===== src/rtl/fp_issue_ctrl.sv =====
// fp_issue_ctrl: FP issue sequencer with register scoreboard,
// FP write-port arbitration and fflags accumulation.
module fp_issue_ctrl #(
  parameter int unsigned FLEN = 64,
  parameter int unsigned XLEN = 32
) (
  input  logic            clk_i,
  input  logic            rst_ni,
  input  logic            id_valid_i,
  output logic            id_ready_o,
  input  logic            is_fp_instr_i,
  input  logic            fp_load_i,
  input  logic            illegal_insn_i,
  input  logic            use_fp_rs1_i,
  input  logic            use_fp_rs2_i,
  input  logic            use_fp_rs3_i,
  input  logic            use_fp_rd_i,
  input  logic            rf_we_i,
  input  logic [4:0]      rs1_i,
  input  logic [4:0]      rs2_i,
  input  logic [4:0]      rs3_i,
  input  logic [4:0]      rd_i,
  input  logic [2:0]      rm_i,
  input  logic            fp_rm_dynamic_i,
  input  logic [2:0]      frm_csr_i,
  output logic            fpu_in_valid_o,
  input  logic            fpu_in_ready_i,
  output logic [2:0]      fpu_rm_o,
  input  logic            fpu_out_valid_i,
  output logic            fpu_out_ready_o,
  input  logic [FLEN-1:0] fpu_result_i,
  input  logic [4:0]      fpu_status_i,
  input  logic            lsu_fp_rvalid_i,
  input  logic [FLEN-1:0] lsu_fp_rdata_i,
  input  logic            flush_i,
  output logic            fp_wb_we_o,
  output logic [4:0]      fp_wb_addr_o,
  output logic [FLEN-1:0] fp_wb_data_o,
  output logic            int_wb_we_o,
  output logic [4:0]      int_wb_addr_o,
  output logic [XLEN-1:0] int_wb_data_o,
  output logic            int_wb_pending_o,
  output logic            rm_illegal_o,
  output logic [4:0]      fflags_o,
  output logic            fflags_we_o
);

  typedef enum logic [1:0] {
    S_IDLE,
    S_ISSUE,
    S_WAIT,
    S_DRAIN
  } state_e;

  state_e      state_q, state_d;
  logic [31:0] busy_q, busy_d;
  logic [31:0] busy_set, busy_clr;
  logic        ld_pending_q, ld_pending_d;
  logic [4:0]  ld_rd_q, ld_rd_d;
  logic [4:0]  op_rd_q, op_rd_d;
  logic        op_int_q, op_int_d;
  logic        op_fpd_q, op_fpd_d;
  logic [2:0]  op_rm_q, op_rm_d;
  logic [4:0]  fflags_q;

  logic [2:0]  rm_res;
  logic        frm_bad;
  logic        rm_bad;
  logic        hazard;
  logic        kind_ill, kind_ld;
  logic        kind_fp, kind_int;
  logic        ld_ret;
  logic        conflict;
  logic        out_hs;
  logic        drop;
  logic        res_wb;
  logic        clr_op;

  always_comb begin
    rm_res   = fp_rm_dynamic_i ? frm_csr_i : rm_i;
    frm_bad  = frm_csr_i[2] & (frm_csr_i[1] | frm_csr_i[0]);
    kind_ill = id_valid_i & illegal_insn_i;
    kind_ld  = id_valid_i & ~illegal_insn_i & fp_load_i;
    kind_fp  = id_valid_i & ~illegal_insn_i & ~fp_load_i
             & is_fp_instr_i;
    kind_int = id_valid_i & ~illegal_insn_i & ~fp_load_i
             & ~is_fp_instr_i;
    // The instruction sitting in ID during ISSUE is the one already
    // latched with a legal rm, so it is not re-judged there.
    rm_bad   = kind_fp & fp_rm_dynamic_i & frm_bad
             & (state_q != S_ISSUE);
    hazard   = (use_fp_rs1_i & busy_q[rs1_i])
             | (use_fp_rs2_i & busy_q[rs2_i])
             | (use_fp_rs3_i & busy_q[rs3_i])
             | (use_fp_rd_i  & busy_q[rd_i]);
    ld_ret   = lsu_fp_rvalid_i & ld_pending_q;
    conflict = ld_ret & (state_q == S_WAIT)
             & ~op_int_q & op_fpd_q;
    fpu_out_ready_o = ((state_q == S_WAIT) | (state_q == S_DRAIN))
                    & ~conflict;
    out_hs   = fpu_out_valid_i & fpu_out_ready_o;
    drop     = flush_i | (state_q == S_DRAIN);
    res_wb   = out_hs & ~drop;
  end

  always_comb begin
    id_ready_o = 1'b0;
    unique case (1'b1)
      kind_ill: id_ready_o = 1'b1;
      kind_ld:  id_ready_o = ~hazard & ~ld_pending_q;
      kind_int: id_ready_o = ~hazard;
      kind_fp:  id_ready_o = rm_bad
                           | ((state_q == S_ISSUE)
                              & fpu_in_ready_i & ~flush_i);
      default:  id_ready_o = 1'b0;
    endcase
  end

  always_comb begin
    state_d      = state_q;
    busy_set     = '0;
    busy_clr     = '0;
    ld_pending_d = ld_pending_q;
    ld_rd_d      = ld_rd_q;
    op_rd_d      = op_rd_q;
    op_int_d     = op_int_q;
    op_fpd_d     = op_fpd_q;
    op_rm_d      = op_rm_q;
    clr_op       = 1'b0;

    if (kind_ld & ~hazard & ~ld_pending_q & ~flush_i) begin
      busy_set[rd_i] = 1'b1;
      ld_pending_d   = 1'b1;
      ld_rd_d        = rd_i;
    end
    if (ld_ret) begin
      busy_clr[ld_rd_q] = 1'b1;
      ld_pending_d      = 1'b0;
    end

    unique case (state_q)
      S_IDLE: begin
        if (kind_fp & ~hazard & ~rm_bad & ~flush_i) begin
          state_d  = S_ISSUE;
          op_rd_d  = rd_i;
          op_int_d = rf_we_i;
          op_fpd_d = use_fp_rd_i;
          op_rm_d  = rm_res;
          if (use_fp_rd_i) busy_set[rd_i] = 1'b1;
        end
      end
      S_ISSUE: begin
        // A flush coinciding with the handshake still leaves an op
        // inside the FPU, so its result has to be drained.
        if (fpu_in_ready_i) begin
          state_d = flush_i ? S_DRAIN : S_WAIT;
        end else if (flush_i) begin
          state_d = S_IDLE;
          clr_op  = 1'b1;
        end
      end
      S_WAIT: begin
        if (out_hs) begin
          state_d = S_IDLE;
          clr_op  = 1'b1;
        end else if (flush_i) begin
          state_d = S_DRAIN;
        end
      end
      S_DRAIN: begin
        if (out_hs) begin
          state_d = S_IDLE;
          clr_op  = 1'b1;
        end
      end
      default: state_d = S_IDLE;
    endcase

    if (clr_op & op_fpd_q) busy_clr[op_rd_q] = 1'b1;
    busy_d = (busy_q & ~busy_clr) | busy_set;
  end

  always_comb begin
    fpu_in_valid_o   = (state_q == S_ISSUE);
    fpu_rm_o         = op_rm_q;
    fp_wb_we_o       = 1'b0;
    fp_wb_addr_o     = '0;
    fp_wb_data_o     = '0;
    if (ld_ret) begin
      fp_wb_we_o   = 1'b1;
      fp_wb_addr_o = ld_rd_q;
      fp_wb_data_o = lsu_fp_rdata_i;
    end else if (res_wb & ~op_int_q & op_fpd_q) begin
      fp_wb_we_o   = 1'b1;
      fp_wb_addr_o = op_rd_q;
      fp_wb_data_o = fpu_result_i;
    end
    int_wb_we_o      = res_wb & op_int_q;
    int_wb_addr_o    = op_rd_q;
    int_wb_data_o    = fpu_result_i[XLEN-1:0];
    int_wb_pending_o = op_int_q & (state_q != S_IDLE);
    rm_illegal_o     = rm_bad;
    fflags_we_o      = res_wb;
    fflags_o         = fflags_q | (res_wb ? fpu_status_i : 5'd0);
  end

  always_ff @(posedge clk_i or negedge rst_ni) begin
    if (!rst_ni) begin
      state_q      <= S_IDLE;
      busy_q       <= '0;
      ld_pending_q <= 1'b0;
      ld_rd_q      <= '0;
      op_rd_q      <= '0;
      op_int_q     <= 1'b0;
      op_fpd_q     <= 1'b0;
      op_rm_q      <= '0;
      fflags_q     <= '0;
    end else begin
      state_q      <= state_d;
      busy_q       <= busy_d;
      ld_pending_q <= ld_pending_d;
      ld_rd_q      <= ld_rd_d;
      op_rd_q      <= op_rd_d;
      op_int_q     <= op_int_d;
      op_fpd_q     <= op_fpd_d;
      op_rm_q      <= op_rm_d;
      fflags_q     <= fflags_o;
    end
  end

endmodule


===== config.mk =====
export PLATFORM = sky130hd
export DESIGN_NAME = fp_issue_ctrl
export DESIGN_NICKNAME = d
export VERILOG_FILES = /design/src/rtl/fp_issue_ctrl.sv
export SDC_FILE = /design/constraint.sdc
export NUM_CORES = 1
export LEC_CHECK = 0
export CORE_MARGIN = 2
export CORE_UTILIZATION = 35
export CTS_CLUSTER_DIAMETER = 60
export DETAILED_ROUTE_END_ITERATION = 8
export GPL_TIMING_DRIVEN = 0
export HOLD_SLACK_MARGIN = 0.15
export MAX_ROUTING_LAYER = met4
export PLACE_DENSITY = 0.86
export SYNTH_ARGS = -nofsm -noshare
export SYNTH_HDL_FRONTEND = slang
export SYNTH_SLANG_ARGS = --single-unit

===== constraint.sdc =====
create_clock -name clk_i -period 2.65 [get_ports clk_i]
set_input_delay 0.53 -clock clk_i [delete_from_list [all_inputs] [get_ports clk_i]]
set_output_delay 0.53 -clock clk_i [all_outputs]
set_load 0.02 [all_outputs]

==> run metrics, run 1 <==
Die Wd roughly 120 um; CP Launch Type flop; core area ~0.014 mm^2; CTS sink count 55; met3 Use GR 0.1403; Finish-stage setup viols 44; Synth Area per Inst around 10 um^2; Final HPWL DP 21750 um; switching power about 1.6 mW; total global-route track usage 0.3489; GR Util met2 0.5506; vias per inst 6.255; Syn Std Cell Area 0.005059 mm^2; Pre-antenna DRT Iters 6; CTS tree yes; row count 43; vias in the first global route between 6000 and 7000; critical path buffer and inverter count 2; global-route layer with the greatest usage met2; Post-Synthesis Cells between 400 and 500; Crit-path slowest cell mux4_2; actual slew at the worst max-slew pin roughly 1.1 ns; total CTS buffers 5; CP Capture Type output pin; CP cell instances buf_4 > mux4_2 > and4b_1 > a21oi_1 > o2111ai_2 > a21oi_2 > a31oi_2 > nor2b_2 > buf_6; GRT met1 Usage 0.4304; register area share after synthesis 0.2721; Seq pwr share 0.286; unique cell type count in the Yosys netlist 48; final slew viol count 0; Sw Share 0.3838; Area Growth Syn to Fin 88.65%; failing checks negative setup slack; Worst Hold Class primary input to asynchronous set/reset pin; die area about 0.015 mm^2; Ports 297; Final Hold Vio Count 0; Final Worst Setup Slack -0.4732 ns; fin crit share 1.179; Post-synth EDFFs 0; Routed wire per std cell 28.37 um; clk buf depth 2; CP max stage delay ~0.48 ns; Largest delay share family, worst path compound AO/OA/AOI/OAI gates; 1st-iter DRT viols between 700 and 800; Seq. cell area 0.001385 mm^2; Async S/R FF share, synth 1.000; Routed WL roughly 29000 um; synth warn 0; Detail Route Antenna Nets 0; clk_lat worst skew ~0.30 ns; worst-path fanout max 3; Vias roughly 6300; data arrival time of the worst path between 2 and 3 ns; Cell Int Power between 2 and 3 mW; Starting Density 0.3616; Clk pin slew, worst setup/hold paths 0.08 ns; syn nets 665; first-pass GRT wire length around 40000 um; GPL Wtd Cong about 1.0; GR Overflow Total 0; Fin Clk Skew between 0.01 and 0.015 ns; hold_buf cts 0; leading cell type in the layout, fill and taps excluded clkdlybuf4s50_1; FF+latch count, synth 55; PwrDens roughly 430 mW/mm^2; largest net degree at the start of global routing 30; status finished with violations; Synth Flop Type dfrtp_1; commonest cells after routing, fill and taps aside clkdlybuf4s50_1 (200), buf_2 (75), a22o_4 (68); CP required approximately 2.1 ns; CTS root buffer clkbuf_16; initial antenna violation count 7; min Tclk post-route 3.123 ns; max frequency roughly 320 MHz; max-cap viol count 0; RSZ-0062 raised after global routing yes; Port Buf Inserts 288; Worst Setup Path Type flop to output pin; Multi-input gate area roughly 0.0042 mm^2; WHS about 0.25 ns; leak pwr between 4 and 5 nW; combinational power share 0.521; max_slew headroom 0.2780; H-tree depth 2; nets@finish roughly 990; DRC 0; Peak VDD IR about 0.00032 V; Clock power frac 0.193; layout cells sized above 1 0.4439; Pwr Total ~4.1 mW; height of the die between 100 and 150 um; Filler cells slightly above 1000
-- flip-flops by register name, summed over array words and instances (netlist names) --
signal,flops
ld_pending_q,1
ld_rd_q,5
fpu_rm_o,3
state_q,2
op_int_q,1
op_fpd_q,1
fflags_q,5
int_wb_addr_o,5
busy_q,32
-- synthesized netlist by cell type (7+ instances only) --
master	number	area, um^2
mux4_2	25	563.0
mux2i_1	20	200.2
mux2_1	9	101.4
nand3b_1	14	105.1
nand2_1	19	71.32
mux2_2	13	146.4
a22o_1	69	604.3
o211ai_1	10	75.07
nand2b_1	8	50.05
clkbuf_1	27	101.4
o41ai_2	21	341.6
dfrtp_1	55	1376
nor2_1	11	41.29
o21ai_0	18	90.09
buf_2	17	85.08
or3_1	7	43.79
o221ai_1	24	210.2
or4_1	7	52.55
buf_4	34	255.2
nand3_1	11	55.05
-- layer usage --
metal / part of all wire / routed length, um
met1: 0.37 / 10540
met2: 0.47 / 13450
met3: 0.14 / 3944
met4: 0.022 / 629
met5: 0 / 0
-- worst reg2reg max path, cell delays in order, from the launching register on --
cell and delay [ns]:
dfrtp_1 0.42, mux4_2 0.49, mux4_2 0.49, nor2_2 0.10, a31oi_1 0.06, a21oi_2 0.27
buf_4 0.18, buf_8 0.12, buf_4 0.12, nand3_4 0.12, mux2_2 0.31
-- power groups by stage --
stage | combinational (mW) | clock [mW] | sequential [mW]
floorplan | 0.961 | 0 | 1.16
global placement | 1.84 | 0 | 1.15
detailed placement | 1.86 | 0 | 1.16
CTS | 1.90 | 0.784 | 1.16
global route | 2.23 | 0.815 | 1.19
finish | 2.14 | 0.794 | 1.18
-- area by class of cell --
class                           instances  share of cell area
Timing Repair Buffer                  325              0.3027
Antenna cell                            7            0.001836
Sequential cell                        55              0.1451
Buffer                                 80             0.06647
Clock buffer                            6             0.01455
Tap cell                              180             0.02360
Inverter                                5            0.001967
Clock inverter                          2            0.003671
Multi-Input combinational cell        347              0.4400
-- logic make-up (layout without fill, tap and decap cells) --
group | after synthesis | count (layout) | synth area share
AO/OA/AOI/OAI | 175 | 175 | 0.3082
AND/OR/NAND/NOR | 105 | 105 | 0.1252
buffers and inverters | 88 | 418 | 0.09473
multiplexers | 67 | 67 | 0.1999
flip-flops | 55 | 55 | 0.2721
other | 0 | 7 | 0
-- worst paths after layout --
check | startpoint | to | slack [ns] | cells after the start
setup / recovery | busy_q[15] | id_ready_o | -0.47 | 9
hold / removal | rst_ni | busy_q[27] | 0.25 | 1
setup reg to reg | busy_q[15] | ld_rd_q[3] | -0.14 | 10
hold reg to reg | fflags_q[2] | fflags_q[2] | 0.46 | 1
max in group asynchronous | rst_ni | ld_pending_q | 1.77 | 2
min in group clk_i | fflags_q[2] | fflags_q[2] | 0.46 | 1
-- what timing repair did --
action / in CTS / in global routing
gates resized for setup: 381 / 80
endpoints found under the setup margin: 128 / 110
pin swaps: 7 / 35
buffers inserted: 22 / 11
gates cloned: 1 / 3
-- stage by stage --
step | utilization | cells | setup WS, ns | area (um^2) | setup TNS (ns)
floorplan | - | 490 | -0.1103 | 5705 | -0.1103
global placement | 0.6301 | 958 | -1.402 | 8813 | -160.05
detailed placement | 0.6311 | 959 | -1.382 | 8828 | -124.33
CTS | 0.6439 | 989 | -0.3677 | 9007 | -0.3899
global route | 0.6822 | 1007 | -0.5194 | 9543 | -6.121
finish | 0.6822 | 1007 | -0.4732 | 9543 | -3.937
No activity file was read; power rests on OpenSTA's default activity.
==> run 2: changes to the inputs <==
--- a/config.mk
+++ b/config.mk
@@ -6,13 +6,13 @@
 export NUM_CORES = 1
 export LEC_CHECK = 0
 export CORE_MARGIN = 2
-export CORE_UTILIZATION = 35
+export CORE_UTILIZATION = 40
 export CTS_CLUSTER_DIAMETER = 60
 export DETAILED_ROUTE_END_ITERATION = 8
 export GPL_TIMING_DRIVEN = 0
 export HOLD_SLACK_MARGIN = 0.15
 export MAX_ROUTING_LAYER = met4
-export PLACE_DENSITY = 0.86
+export PLACE_DENSITY = 0.92
 export SYNTH_ARGS = -nofsm -noshare
 export SYNTH_HDL_FRONTEND = slang
 export SYNTH_SLANG_ARGS = --single-unit
==> constraint.sdc (replaced) <==
create_clock -name clk_i -period 3.69 [get_ports clk_i]
set_input_delay 0.738 -clock clk_i [delete_from_list [all_inputs] [get_ports clk_i]]
set_output_delay 0.738 -clock clk_i [all_outputs]
set_load 0.02 [all_outputs]
==> run metrics, run 2 (synthesis gave the netlist of run 1 again) <==
height of the die roughly 120 um; Sw Share 0.3889; reg2reg start state_q[0]; pre-CTS setup slack -1.311 ns; CP required between 2 and 3 ns; hold_buf cts 0; Routed wire per std cell 26.00 um; core area 0.01247 mm^2; Final HPWL DP about 21000 um; Port Buf Inserts between 200 and 300; max frequency 273.3 MHz; final slew viol count 0; GR Overflow Total 0; Detail Route Antenna Nets 0; highest routed layer met4; total global-route track usage 0.3823; worst-path fanout max 10; Clk pin slew, worst setup/hold paths 0.08 ns; clk buf depth 2; Routed WL about 26000 um; most flop-heavy register busy_q; max_slew headroom 0.4470; met2 routed WL ~12000 um; initial antenna violation count 30; Pre-antenna DRT Iters 7; metal3 WL 2494 um; Cell Int Power 1.590 mW; nets@finish about 960; CP max stage delay approximately 0.54 ns; leading cell type in the layout, fill and taps excluded clkdlybuf4s50_1; CP Capture Type output pin; H-tree depth 2; Final Hold Vio Count 0; GPL Wtd Cong roughly 1.1; RSZ-0062 raised after global routing yes; die area around 0.014 mm^2; Crit. Startpoint lsu_fp_rvalid_i; leak pwr 3.635 nW; status complete, no violations; vias in the first global route 5984; Met1 Routed Length ~8600 um; 1st-iter DRT viols approximately 710; vias per inst between 6 and 7; Clock power frac 0.186; PwrDens 310.3 mW/mm^2; Area Growth Syn to Fin 65.74%; Die Wd around 120 um; Final Worst Setup Slack 0.03137 ns; CP cell instances clkdlybuf4s50_1 > nand2_2 > o311ai_4 > a211oi_2 > nor2b_1 > clkbuf_2 > buf_2 > or2_2 > dlygate4sd2_1; max-cap viol count 0; fin crit share 0.9915; Finish-stage setup viols 0; CP Launch Type primary input; data arrival time of the worst path 2.92 ns; combinational power share 0.497; switching power just over 1 mW; commonest cells after routing, fill and taps aside clkdlybuf4s50_1 (210), a22o_1 (69), dlygate4sd2_1 (66); layout cells sized above 1 0.1863; Crit-path slowest cell clkdlybuf4s50_1; Final Util 0.6726; CTS root buffer clkbuf_16; clk_lat worst skew ~0.30 ns; Vias 5972; largest net degree at the start of global routing 33; DRC 0; min Tclk post-route ~3.7 ns; Starting Density 0.4058; actual slew at the worst max-slew pin roughly 0.83 ns; Worst Setup Path Type primary input to output pin; Ports around 300; max FFs per register 32; Seq pwr share 0.317; first-pass GRT wire length 36090 um; Worst Hold Class primary input to asynchronous set/reset pin; total CTS buffers 5; row count 41; Fin Clk Skew 0.008700 ns; CTS tree yes; Peak VDD IR around 0.00036 V; CTS sink count 55
==> run 2: cell count changes in the layout (fill, tap and decap cells not counted), sizes merged <==
| cell | previous run | this run |
|---|---|---|
| buf | 163 | 61 |
| dlygate4sd2 | 14 | 66 |
| diode | 7 | 32 |
| clkdlybuf4s50 | 200 | 210 |
| clkdlybuf4s15 | 0 | 5 |
| dlymetal6s2s | 0 | 4 |
| bufinv | 1 | 0 |
| clkinvlp | 0 | 1 |
==> run 2: stage by stage <==
step	total power [mW]	hold slack (ns)	setup TNS, ns	cell area, um^2	std cells
after detailed placement	2.095	0.4395	-78.10	8172	951
final	2.602	0.4436	0	8384	993
after floorplan	1.465	0.4424	0	5059	490
after CTS	2.570	0.4549	0	8288	961
after global routing	2.695	0.4646	-0.02870	8382	992
after global placement	2.077	0.4388	-75.73	8157	950
==> run 2: worst paths after layout <==
kind / depth (start not counted) / slack [ns] / endpoint
min in group clk_i: 1 / 0.46 / fflags_q[1]
max reg2reg: 9 / 0.63 / busy_q[27]
min: 1 / 0.44 / busy_q[15]
min reg2reg: 1 / 0.46 / fflags_q[1]
max in group asynchronous: 2 / 2.64 / busy_q[17]
max: 9 / 0.03 / fp_wb_we_o
==> run 2: layout make-up <==
| class | count | area, um^2 |
|---|---|---|
| Clock buffer | 6 | 128.9 |
| Multi-Input combinational cell | 347 | 3234 |
| Fill cell | 1047 | 4081 |
| Timing Repair Buffer | 291 | 2831 |
| Antenna cell | 32 | 80.08 |
| Buffer | 83 | 486.7 |
| Inverter | 5 | 18.77 |
| Clock inverter | 2 | 12.51 |
| Sequential cell | 55 | 1376 |
| Tap cell | 172 | 215.2 |
==> run 2: metal layers <==
layer  vias up  GRT usage
met5         -          -
met4         0     0.3571
met3       108    0.07992
met2       461     0.5791
met1      2797     0.4175
li1       2606          -
==> run 2: repair_timing <==
action	in CTS	in global routing
cloned	0	0
pin swaps	1	1
endpoints found under the setup margin	78	7
setup buffers	2	0
resized for setup	95	18
==> run 2: worst max-delay path, delay by kind of cell <==
family                 cells  cell delay, ns
and+or+nand+nor            3            0.55
AOI/OAI and AO/OA          2            0.35
buffers and inverters      4            1.27
==> run 2: power groups by stage <==
stage,combinational (mW),sequential [mW],clock [mW]
6_report,1.29,0.825,0.485
5_1_grt,1.36,0.835,0.503
4_1_cts,1.27,0.818,0.478
3_5_place_dp,1.27,0.828,0
3_3_place_gp,1.25,0.822,0
2_1_floorplan,0.637,0.829,0
==> run 3: changes to the inputs <==
--- a/config.mk
+++ b/config.mk
@@ -11,7 +11,6 @@
 export DETAILED_ROUTE_END_ITERATION = 8
 export GPL_TIMING_DRIVEN = 0
 export HOLD_SLACK_MARGIN = 0.15
-export MAX_ROUTING_LAYER = met4
 export PLACE_DENSITY = 0.92
 export SYNTH_ARGS = -nofsm -noshare
 export SYNTH_HDL_FRONTEND = slang
==> run metrics, run 3 (synthesis gave the netlist of run 1 again) <==
height of the die approximately 120 um; CP cell instances clkdlybuf4s50_1 > nand2_2 > o311ai_4 > a211oi_2 > nor2b_1 > clkbuf_2 > buf_2 > or2_2 > dlygate4sd2_1; Seq pwr share 0.313; HP Start fflags_q[4]; Sw Share 0.3870; combinational power share 0.500; layout cells sized above 1 0.1904; max FFs per register 32; Final HPWL DP 20890 um; placed cell area between 0.008 and 0.009 mm^2; vias per inst just over 6; max_slew headroom 0.4125; Fin Clk Skew between 0.008 and 0.009 ns; row count 41; Ports between 200 and 300; Worst Setup Path Type primary input to output pin; setup TNS 0 ns; placed cell count roughly 950; RSZ-0062 raised after global routing yes; final slew viol count 0; max-cap viol count 0; Routed wire per std cell 26.70 um; Die Wd 116.5 um; commonest cells after routing, fill and taps aside clkdlybuf4s50_1 (211), a22o_1 (69), dlygate4sd2_1 (58); 1st-iter DRT viols around 670; Vias between 6000 and 7000; Finish-stage setup viols 0; Filler cells just over 1000; Largest delay share family, worst path buffers and inverters; GR Overflow Total 0; leading cell type in the layout, fill and taps excluded clkdlybuf4s50_1; Final Hold Vio Count 0; PwrDens roughly 310 mW/mm^2; min Tclk post-route around 3.7 ns; Crit. Startpoint lsu_fp_rvalid_i; die area around 0.014 mm^2; Clk pin slew, worst setup/hold paths 0.07 ns; pre-CTS setup slack -1.255 ns; actual slew at the worst max-slew pin between 0.8 and 0.9 ns; Worst Hold Class flop to flop; vias in the first global route 5787; worst-path fanout max 10; H-tree depth 2; clk buf depth 2; leak pwr roughly 3.6 nW; CTS tree yes; largest net degree at the start of global routing 31; nets@finish a little under 1000; total CTS buffers 5; core area approximately 0.012 mm^2; WHS about 0.46 ns; Cell Int Power 1.619 mW; Final Worst Setup Slack 0.03235 ns; max frequency 273.4 MHz; data arrival time of the worst path approximately 2.9 ns; CP required about 3.0 ns; DRC 0; CP Launch Type primary input; GPL Wtd Cong roughly 1.1; Final Non-Filler Cells slightly below 1000; total global-route track usage 0.3768; fin crit share 0.9912; most flop-heavy register busy_q; Crit-path slowest cell clkdlybuf4s50_1; CP Capture Type output pin; switching power 1.022 mW; status complete, no violations; Port Buf Inserts between 200 and 300; reg2reg start state_q[0]; Detail Route Antenna Nets 0; Area Growth Syn to Fin 66.14%; post-route design area 0.008404 mm^2; Routed WL 26540 um; Clock power frac 0.187; Starting Density 0.4058; CTS sink count between 50 and 60; CTS root buffer clkbuf_16; critical path buffer and inverter count 4; initial antenna violation count 28; clk_lat worst skew roughly 0.30 ns; CP max stage delay about 0.52 ns; Pre-antenna DRT Iters 5; first-pass GRT wire length roughly 36000 um; Peak VDD IR around 0.00043 V
==> run 3: cell types whose count changed in the layout (fill, tap and decap cells not counted), moves of 2 or more <==
cell / change
buf_4: +5
dlymetal6s2s_1: -3
clkbuf_1: +2
dlygate4sd2_1: -8
diode_2: -3
clkbuf_2: +2
clkbuf_4: -2
clkdlybuf4s15_1: +8
==> run 3: power groups by stage <==
stage / Sequential [mW] / Combinational, mW / Clock, mW
6_report: 0.825 / 1.32 / 0.495
4_1_cts: 0.818 / 1.29 / 0.490
3_3_place_gp: 0.822 / 1.26 / 0
2_1_floorplan: 0.829 / 0.637 / 0
5_1_grt: 0.834 / 1.37 / 0.521
3_5_place_dp: 0.829 / 1.27 / 0
==> run 3: final timing paths <==
kind / to / slack, ns / cells after the start
worst max-delay path: fp_wb_we_o / 0.03 / 9
worst min-delay path: fflags_q[4] / 0.46 / 1
worst max register to register: busy_q[0] / 0.58 / 9
worst min register to register: fflags_q[4] / 0.46 / 1
max in group asynchronous: fpu_rm_o[0] / 2.57 / 2
min in group asynchronous: busy_q[6] / 0.51 / 1
==> run 3: area by class of cell <==
type	instances	area, um^2	share of cell area
clock buffers	7	142.6	0.01697
flip-flops and latches	55	1376	0.1638
plain buffers	82	474.2	0.05642
well taps	172	215.2	0.02561
inverters	5	18.77	0.002233
repair buffers	296	2861	0.3405
diodes	29	72.57	0.008635
clock inverters	1	8.758	0.001042
multi-input cells	347	3234	0.3848
==> run 3: what timing repair did <==
| item | CTS | global route |
|---|---|---|
| setup endpoints to repair | 78 | 27 |
| pin swaps | 3 | 1 |
| gates resized for setup | 91 | 27 |
| hold buffers | 0 | 0 |
| buffers inserted | 5 | 2 |
==> run 3: metal layers <==
metal | vias to the layer above | track usage | routed length, um
met5 | - | 0.007407 | 0
met4 | 0 | 0.3413 | 2013
met3 | 93 | 0.1022 | 2481
met2 | 472 | 0.5795 | 13010
met1 | 2955 | 0.4266 | 9031
li1 | 2604 | - | -
==> run 3: per-stage QoR <==
step,total power [mW],utilization
floorplan,1.465,-
global placement,2.080,0.6543
detailed placement,2.102,0.6555
CTS,2.596,0.6663
global route,2.729,0.6740
finish,2.641,0.6742
